### src/rtl/logic_op_sequencer.sv
// -----------------------------------------------------------------------------
// logic_op_sequencer
//   Issue side of the logic unit. It accepts one logic instruction at a time
//   over a valid/ready handshake and reads the operands from a 4-entry register
//   file. It drives AluOp/A/B to the external logic unit for exactly one cycle,
//   then captures AluResult. The result is written back to the register file
//   and returned on a valid/ready response channel.
//
//   Instruction layout (D = DATA_W):
//     [D+7:D+5] op   [D+4] imm_sel   [D+3:D+2] dst   [D+1:D] src_a
//     [D-1:0]   immediate, or src_b in bits [1:0] when imm_sel = 0
//
// Ports
//   Clk, Rst_n        clock (rising edge), asynchronous active-low reset
//   InstrValid/Ready  instruction handshake (ready only while idle)
//   Instr             instruction word, DATA_W+8 bits
//   AluOp, A, B       operation and operands to the logic unit (quiet outside EXEC)
//   AluResult         combinational result returned by the logic unit
//   RespValid/Ready   response handshake
//   RespData          written-back value (0 on error)
//   RespDst           destination register of the response
//   RespErr           illegal op, nothing written
//   RespZero          RespData == 0
// -----------------------------------------------------------------------------
module logic_op_sequencer #(
   parameter int DATA_W = 8
) (
   input  logic              Clk,
   input  logic              Rst_n,
   input  logic              InstrValid,
   output logic              InstrReady,
   input  logic [DATA_W+7:0] Instr,
   output logic [2:0]        AluOp,
   output logic [DATA_W-1:0] A,
   output logic [DATA_W-1:0] B,
   input  logic [DATA_W-1:0] AluResult,
   output logic              RespValid,
   input  logic              RespReady,
   output logic [DATA_W-1:0] RespData,
   output logic [1:0]        RespDst,
   output logic              RespErr,
   output logic              RespZero
);

   typedef enum logic [1:0] {
      ST_IDLE = 2'b00,
      ST_EXEC = 2'b01,
      ST_WB   = 2'b10,
      ST_RESP = 2'b11
   } state_t;

   localparam logic [2:0] OP_MOVI    = 3'b110;
   localparam logic [2:0] OP_ILLEGAL = 3'b111;
   localparam logic [DATA_W-1:0] ZERO_W = {DATA_W{1'b0}};

   // Instruction field extraction.
   function automatic logic [2:0] f_op(input logic [DATA_W+7:0] w);
      return w[DATA_W+7:DATA_W+5];
   endfunction

   function automatic logic [1:0] f_dst(input logic [DATA_W+7:0] w);
      return w[DATA_W+3:DATA_W+2];
   endfunction

   function automatic logic [1:0] f_src_a(input logic [DATA_W+7:0] w);
      return w[DATA_W+1:DATA_W];
   endfunction

   // Ops 000..101 go to the logic unit; MOVI and the illegal code do not use it.
   function automatic logic f_uses_alu(input logic [2:0] op);
      return (op != OP_MOVI) && (op != OP_ILLEGAL);
   endfunction

   state_t            state_r;
   logic [DATA_W-1:0] regs_r [4];
   logic [2:0]        op_r;
   logic [1:0]        dst_r;
   logic [DATA_W-1:0] imm_r;
   logic [DATA_W-1:0] result_r;
   logic              err_r;
   logic              instr_ready_r;
   logic [2:0]        alu_op_r;
   logic [DATA_W-1:0] alu_a_r;
   logic [DATA_W-1:0] alu_b_r;
   logic              resp_valid_r;
   logic [DATA_W-1:0] resp_data_r;
   logic [1:0]        resp_dst_r;
   logic              resp_err_r;
   logic              resp_zero_r;

   logic [2:0]        op_s;
   logic [1:0]        dst_s;
   logic [DATA_W-1:0] imm_s;
   logic [DATA_W-1:0] a_s;
   logic [DATA_W-1:0] b_s;

   // Decode the offered instruction and read its operands from the register file.
   always_comb begin
      op_s  = f_op(Instr);
      dst_s = f_dst(Instr);
      imm_s = Instr[DATA_W-1:0];
      a_s   = regs_r[f_src_a(Instr)];
      b_s   = ZERO_W;
      if (Instr[DATA_W+4]) begin
         b_s = imm_s;
      end else begin
         b_s = regs_r[Instr[1:0]];
      end
   end

   // Sequencer FSM, register file and all registered outputs.
   always_ff @(posedge Clk or negedge Rst_n) begin
      if (!Rst_n) begin
         state_r       <= ST_IDLE;
         for (int i = 0; i < 4; i++) begin
            regs_r[i] <= ZERO_W;
         end
         op_r          <= 3'b000;
         dst_r         <= 2'b00;
         imm_r         <= ZERO_W;
         result_r      <= ZERO_W;
         err_r         <= 1'b0;
         instr_ready_r <= 1'b1;
         alu_op_r      <= 3'b000;
         alu_a_r       <= ZERO_W;
         alu_b_r       <= ZERO_W;
         resp_valid_r  <= 1'b0;
         resp_data_r   <= ZERO_W;
         resp_dst_r    <= 2'b00;
         resp_err_r    <= 1'b0;
         resp_zero_r   <= 1'b0;
      end else begin
         case (state_r)
            ST_IDLE: begin
               if (InstrValid && instr_ready_r) begin
                  op_r          <= op_s;
                  dst_r         <= dst_s;
                  imm_r         <= imm_s;
                  instr_ready_r <= 1'b0;
                  state_r       <= ST_EXEC;
                  // Operands are launched on the accept edge so they are stable
                  // for the whole EXEC cycle.
                  if (f_uses_alu(op_s)) begin
                     alu_op_r <= op_s;
                     alu_a_r  <= a_s;
                     alu_b_r  <= b_s;
                  end else begin
                     alu_op_r <= 3'b000;
                     alu_a_r  <= ZERO_W;
                     alu_b_r  <= ZERO_W;
                  end
               end else begin
                  instr_ready_r <= 1'b1;
               end
            end
            ST_EXEC: begin
               case (op_r)
                  OP_MOVI: begin
                     result_r <= imm_r;
                     err_r    <= 1'b0;
                  end
                  OP_ILLEGAL: begin
                     result_r <= ZERO_W;
                     err_r    <= 1'b1;
                  end
                  default: begin
                     result_r <= AluResult;
                     err_r    <= 1'b0;
                  end
               endcase
               alu_op_r <= 3'b000;
               alu_a_r  <= ZERO_W;
               alu_b_r  <= ZERO_W;
               state_r  <= ST_WB;
            end
            ST_WB: begin
               if (!err_r) begin
                  regs_r[dst_r] <= result_r;
               end else begin
                  regs_r[dst_r] <= regs_r[dst_r];
               end
               resp_valid_r <= 1'b1;
               resp_data_r  <= result_r;
               resp_dst_r   <= dst_r;
               resp_err_r   <= err_r;
               resp_zero_r  <= (result_r == ZERO_W);
               state_r      <= ST_RESP;
            end
            ST_RESP: begin
               if (RespReady) begin
                  resp_valid_r  <= 1'b0;
                  instr_ready_r <= 1'b1;
                  state_r       <= ST_IDLE;
               end else begin
                  state_r <= ST_RESP;
               end
            end
            default: begin
               state_r       <= ST_IDLE;
               instr_ready_r <= 1'b1;
               resp_valid_r  <= 1'b0;
               alu_op_r      <= 3'b000;
               alu_a_r       <= ZERO_W;
               alu_b_r       <= ZERO_W;
            end
         endcase
      end
   end

   assign InstrReady = instr_ready_r;
   assign AluOp      = alu_op_r;
   assign A          = alu_a_r;
   assign B          = alu_b_r;
   assign RespValid  = resp_valid_r;
   assign RespData   = resp_data_r;
   assign RespDst    = resp_dst_r;
   assign RespErr    = resp_err_r;
   assign RespZero   = resp_zero_r;

endmodule

### config.mk
export PLATFORM = sky130hd
export DESIGN_NAME = logic_op_sequencer
export DESIGN_NICKNAME = d
export VERILOG_FILES = /design/src/rtl/logic_op_sequencer.sv
export SDC_FILE = /design/constraint.sdc
export NUM_CORES = 1
export LEC_CHECK = 0
export BUFFER_PORTS_ARGS = -buffer_cell sky130_fd_sc_hd__buf_2
export CORE_MARGIN = 2
export CORE_UTILIZATION = 40
export CTS_CLUSTER_DIAMETER = 50
export CTS_CLUSTER_SIZE = 28
export DETAILED_ROUTE_END_ITERATION = 12
export SYNTH_ARGS = -nofsm -noshare
export SYNTH_HDL_FRONTEND = slang
export SYNTH_SLANG_ARGS = --single-unit
### constraint.sdc
create_clock -name Clk -period 4.2 [get_ports Clk]
set_input_delay 0.84 -clock Clk [delete_from_list [all_inputs] [get_ports Clk]]
set_output_delay 0.84 -clock Clk [all_outputs]
set_load 0.005 [all_outputs]
# After elaboration in Yosys (flattened, before gate mapping)
# Cells that the tools add are included.
dict set report totals {
  inputBits 28
  rom_bits 0
  n_memories 0
  reg_bits 89
  latch_bits 0
  word_cells 81
  mem_bits_rw 0
}
dict set report op_classes {
  multipliers 0
  add_sub_neg 0
  magnitude_cmp 4
  bitwise_logic 3
  div_mod_pow 0
  n_eq_ne 9
  shift 0
  reduce_logical 12
  mux 34
}
# cell count
set op_table {}
lappend op_table {{8-bit two-way mux} 12}
lappend op_table {{32-bit bitwise mux} 2}
lappend op_table {{8-bit binary-select mux with 2-bit select} 3}
lappend op_table {{8-bit case mux with 2 select lines} 3}
lappend op_table {{32-bit two-way mux} 1}
lappend op_table {{8-bit demux with 2-bit select} 1}
lappend op_table {{3-bit >= comparator, second input constant} 3}
lappend op_table {{2-bit inverter with 3-bit output} 3}
lappend op_table {{8-bit zero test} 1}
lappend op_table {{2-bit case mux with 4 select lines} 1}
lappend op_table {{2-bit AND reduction} 4}
lappend op_table {{3-bit == test, second input constant} 2}
lappend op_table {{3-bit two-way mux} 2}
lappend op_table {{3-bit != test, second input constant} 2}
lappend op_table {{3-bit case mux with 2 select lines} 1}
lappend op_table {{2-bit nonzero test} 3}
lappend op_table {{2-bit == test, second input constant} 2}
lappend op_table {{1-bit two-way mux} 4}
lappend op_table {{2-bit two-way mux} 2}
lappend op_table {{2-bit != test, second input constant} 2}
lappend op_table {{1-bit case mux with 2 select lines} 2}
lappend op_table {{1-bit logical AND} 3}
lappend op_table {{3-bit by 1-bit < comparator with 1-bit output, second input constant} 1}
lappend op_table {{2-bit by 1-bit == test with 1-bit output, second input constant} 1}
lappend op_table {{2-bit zero test} 1}

# Logic depth before layout (Yosys ltp)
dict set report logic_depth {
  ltp_word 8
  ltp_mapped 6
  mapped_depth_nobuf 3
}

# Worst setup path before layout
# Ideal clock, no wire load.
dict set report synth_path {
  path_type {input port to flip-flop}
  from {in Instr[0]}
  to {reg alu_b_r[2] (netlist: B[2])}
  stages 4
  required_time_ps 4077
  setup_slack_ps 2304
  path_buffers 1
  t_arrival_ps 1773
  cell_sequence {buf_2 mux4_2 mux2i_1 o2bb2ai_1}
}
dict set report synth_between {
  elab_chain_cells 8
}
# element line
set synth_rtl {}
lappend synth_rtl {{start: declaration} 32} ;# input logic [DATA_W+7:0] Instr,
lappend synth_rtl {{2-bit inverter with 3-bit output (not written as such)} 107} ;# b_s = regs_r[Instr[1:0]];
lappend synth_rtl {{8-bit binary-select mux with 2-bit select} 107}
lappend synth_rtl {{8-bit two-way mux (not written as such) (2 in a row)} 107}
lappend synth_rtl {{8-bit two-way mux} 104} ;# if (Instr[DATA_W+4]) begin
lappend synth_rtl {{8-bit two-way mux} 143} ;# if (f_uses_alu(op_s)) begin
lappend synth_rtl {{8-bit two-way mux} 135} ;# if (InstrValid && instr_ready_r) begin
lappend synth_rtl {{8-bit case mux with 2 select lines} 133} ;# case (state_r)
lappend synth_rtl {{end signal: assignment} 146} ;# alu_b_r <= b_s;
lappend synth_rtl {{end: declaration} 84} ;# logic [DATA_W-1:0] alu_b_r;
# Every way passes these cells. The select of a mux whose other input is x is not followed.
# A chain may end at the register's enable or synchronous reset.

# Worst setup path in the final report
dict set report layout_path {
  from {reg dst_r[1]}
  to {reg regs_r[30] (netlist bit)}
}
dict set report layout_between {
  elab_chain_cells 7
}
# element line
set layout_rtl {}
lappend layout_rtl {{start: declaration} 77} ;# logic [1:0] dst_r;
lappend layout_rtl {{start signal: assignment} 137} ;# dst_r <= dst_s;
lappend layout_rtl {{2-bit inverter with 3-bit output (not written as such) *} {178, 180}}
lappend layout_rtl {{3-bit >= comparator (not written as such) or 3-bit by 1-bit < comparator with 1-bit output (tied branches)} {178, 180}}
lappend layout_rtl {{1-bit logical AND (not written as such)} {178, 180}}
lappend layout_rtl {{8-bit two-way mux (not written as such)} {178, 180}}
lappend layout_rtl {{8-bit demux with 2-bit select} {178, 180}}
lappend layout_rtl {{32-bit bitwise mux (on tied branches)} {178, 180}}
lappend layout_rtl {{32-bit two-way mux *} 177} ;# if (!err_r) begin
lappend layout_rtl {{end signal: indexed assignment} 178} ;# regs_r[dst_r] <= result_r;
lappend layout_rtl {{end signal: indexed assignment} 180} ;# regs_r[dst_r] <= regs_r[dst_r];
lappend layout_rtl {{end: declaration} 75} ;# logic [DATA_W-1:0] regs_r [4];
# Mark *: on every way between the ends. The rest lies on a longest branch, timed or not. The select of a mux whose other input is x is not followed.

==> results.sh <==
export IMPL_run_status="finished clean"
export IMPL_report_power_total_w=0.00377
export IMPL_antenna_cells_inserted=0
export IMPL_share_of_the_clock_period_used_by_the_worst_path_after_layout_pct=53.8
export IMPL_ff_latch_area_um2=2230
export IMPL_synthesis_yosys_warnings=0
export IMPL_cts_buffers_inserted=9
export IMPL_max_cap_violations=0
export IMPL_synth_cell_area_um2=4250
export IMPL_vdd_ir_drop_max_v=0.000201
export IMPL_post_cts_resized_instances=0
export IMPL_route_detailed_drc=0
export IMPL_postCtsSetupRepairBufs=0
export IMPL_die_x_um=107
export IMPL_post_synth_top_area_fraction_pct=51.9
export IMPL_cts_root_buffer_cell="sky130_fd_sc_hd__clkbuf_8"
export IMPL_initial_utilization_pct=41.1
export IMPL_grt_setup_unrepaired="false"
export IMPL_numPortBuffers=60
export IMPL_antenna_found_initial=0
export IMPL_synth_yosys_seq_area_share_pct=52.5
export IMPL_clock_fmax_mhz=442
export IMPL_instances_no_fill=559
export IMPL_cts_tree="yes"
export IMPL_finalMaxSlewViolations=0
export IMPL_p_leak_nw=2.27
export IMPL_worstMarginPinSlew_ns=0.990
export IMPL_nNetsFinal=446
export IMPL_first_global_vias=3108
export IMPL_clock_latency_on_the_worst_skew_pair_ns=0.36
export IMPL_cts_reportedPaths_clkPinSlew_ns=0.08
export IMPL_finalWirelength_mm=9.95
export IMPL_synth_seq_cells=89
export IMPL_crit_path_max_fanout=22
export IMPL_cp_data_required_time_ns=4.40
export IMPL_sink_count_of_the_clock_tree=89
export IMPL_timing_worst_setup_path_type="flip-flop to flip-flop"
export IMPL_whs_path_depth=2
export IMPL_postLayoutCoreUtil_pct=47.2
export IMPL_synth_cells=371
export IMPL_yosysUniqueCellTypes=38
export IMPL_nFillCells=952
export IMPL_route_antenna_remaining_nets=0
export IMPL_min_period_ns=2.26
export IMPL_post_drt_via_cell_ratio=5.44
export IMPL_worst_endpoint_arrival_ns=2.46
export IMPL_place_congestion=0.806
export IMPL_r2r_slack_ns=1.94
export IMPL_areaGrowthSynthToFinish_pct=14.8
export IMPL_area_of_the_die_um2=11500
export IMPL_detailedPlacementHpwl_mm=6.97
export IMPL_postSynth_asyncResetShare_pct=100
export IMPL_endpoint_kind="flip-flop"
export IMPL_multiInputGateArea_um2=1880
export IMPL_worstSetupStartpointType="flip-flop"
export IMPL_core_um2=10300
export IMPL_cts_hold_buf=0
export IMPL_hold_path_class="flip-flop to flip-flop"
export IMPL_grt_total_usage_pct=18.9
export IMPL_detail_route_iter0_violations=168
export IMPL_synth_area_top_cells="sky130_fd_sc_hd__dfrtp_1 52%, sky130_fd_sc_hd__mux4_2 7.4%, sky130_fd_sc_hd__nand2_1 5.8%"
export IMPL_vias=3042
export IMPL_cts_path_max_buffers=2
export IMPL_number_of_synthesized_flops_with_an_enable_pin=0
export IMPL_share_of_post_route_cells_with_drive_strength_above_1_pct=29.3
export IMPL_ios=61
export IMPL_first_pass_iters=7
export IMPL_syn_avg_cell_area_um2=11.4
export IMPL_synth_largest_area_cell="sky130_fd_sc_hd__dfrtp_1"
export IMPL_reg2reg_depth=3
export IMPL_slew_limit_headroom_pct=34.0
export IMPL_die_height_um=107
export IMPL_post_synth_top_count_cell="sky130_fd_sc_hd__dfrtp_1"
export IMPL_grt_overflow_total=0
export IMPL_htree_levels=3
export IMPL_grt_start_max_net_pins=63
export IMPL_num_rows=37
export IMPL_report_final_hold_viol_count=0
export IMPL_synthesis_nets=399
export IMPL_setup_violations_final=0
export IMPL_setup_tns_ns=0
export IMPL_routedWlPerCell_um=17.8
export IMPL_numPlacedInstances=543
export IMPL_power_per_cell_area_nw_per_um2=774
export IMPL_ys_dominant_reg_cell="sky130_fd_sc_hd__dfrtp_1"
export IMPL_netlist_top_cells_count="88 x sky130_fd_sc_hd__dfrtp_1, 66 x sky130_fd_sc_hd__nand2_1, 32 x sky130_fd_sc_hd__a21oi_1"
export IMPL_first_pass_grt_wire_length_mm=16.4
export IMPL_final_setup_skew_ns=0.00681
[logic make-up after synthesis]
logic type	count (synthesis)	share of synthesized area, %
muxes	53	17.9
buffers and inverters	32	3.54
AOI/OAI and AO/OA	83	12.8
DFF	89	52.5
and+or+nand+nor	114	13.3
[cell type report]
cell class,instances,share of cell area [%]
sequential,89,45.7
tap,136,3.49
clock inverter,5,2.11
timing repair buffer,65,6.98
multi-input combinational,250,38.6
inverter,3,0.231
clock buffer,11,2.90
[routing by layer]
layer / vias to the layer above / track usage [%] / wire, µm
met5: - / 0 / 0
met3: 7 / 2.98 / 361
met4: 0 / 9.00 / 133
met2: 63 / 29.2 / 4720
met1: 1533 / 26.0 / 4740
li1: 1439 / - / -
[state kept, by name, indices dropped and copies added (netlist names), 3 cells and up]
name and flops:
regs_r 32, B 8, op_r 3, imm_r 8, RespData 8, AluOp 3
A 8, result_r 8
[cell usage in the layout, fill, tap and decap left out, types with 2 or more instances in the layout]
cell	n
sky130_fd_sc_hd__dfrtp_1	88
sky130_fd_sc_hd__nand2_1	66
sky130_fd_sc_hd__buf_2	59
sky130_fd_sc_hd__a21oi_1	32
sky130_fd_sc_hd__nor2_1	22
sky130_fd_sc_hd__mux2_2	21
sky130_fd_sc_hd__mux4_2	14
sky130_fd_sc_hd__a22o_1	10
sky130_fd_sc_hd__mux2i_1	10
sky130_fd_sc_hd__o21ai_0	10
sky130_fd_sc_hd__clkbuf_8	10
sky130_fd_sc_hd__a222oi_1	8
sky130_fd_sc_hd__o21ai_1	8
sky130_fd_sc_hd__and4b_1	8
sky130_fd_sc_hd__o2bb2ai_1	6
sky130_fd_sc_hd__buf_4	6
sky130_fd_sc_hd__mux2_4	5
sky130_fd_sc_hd__nand3b_1	4
sky130_fd_sc_hd__a21boi_0	3
sky130_fd_sc_hd__mux2_1	3
sky130_fd_sc_hd__bufinv_16	3
sky130_fd_sc_hd__nor4bb_2	2
sky130_fd_sc_hd__nand2b_1	2
sky130_fd_sc_hd__o21bai_1	2
sky130_fd_sc_hd__a32o_1	2
sky130_fd_sc_hd__and2_1	2
sky130_fd_sc_hd__inv_1	2
sky130_fd_sc_hd__nor4_1	2
[worst paths after layout]
check | startpoint | end
setup / recovery | dst_r[1] | regs_r[30]
min in group asynchronous | Rst_n | imm_r[3]
setup reg to reg | dst_r[1] | regs_r[30]
hold reg to reg | RespValid | RespValid
max in group asynchronous | Rst_n | InstrReady
hold / removal | RespValid | RespValid
[critical path, stage by stage (launching register included)]
cell and delay, ns:
sky130_fd_sc_hd__dfrtp_1 1.00, sky130_fd_sc_hd__mux2_4 0.35, sky130_fd_sc_hd__a222oi_1 0.58, sky130_fd_sc_hd__a21oi_1 0.15
[per-stage QoR]
| stage | setup slack (ns) | area (µm²) | hold slack (ns) |
|---|---|---|---|
| after global routing | 1.74 | 4870 | 0.514 |
| after CTS | 1.97 | 4870 | 0.481 |
| after global placement | 1.99 | 4630 | 0.464 |
| after detailed placement | 1.97 | 4630 | 0.459 |
| after floorplan | 2.30 | 4250 | 0.438 |
| final | 1.94 | 4870 | 0.477 |
[report_power, final]
part	leakage [nW]	switching (W)	internal [W]
combinational	1.04	0.000628	0.000735
clock	0.120	0.000298	0.000411
sequential	1.11	0.000435	0.00127
total	2.27	0.00136	0.00241
No activity file was read; power rests on OpenSTA's default activity.
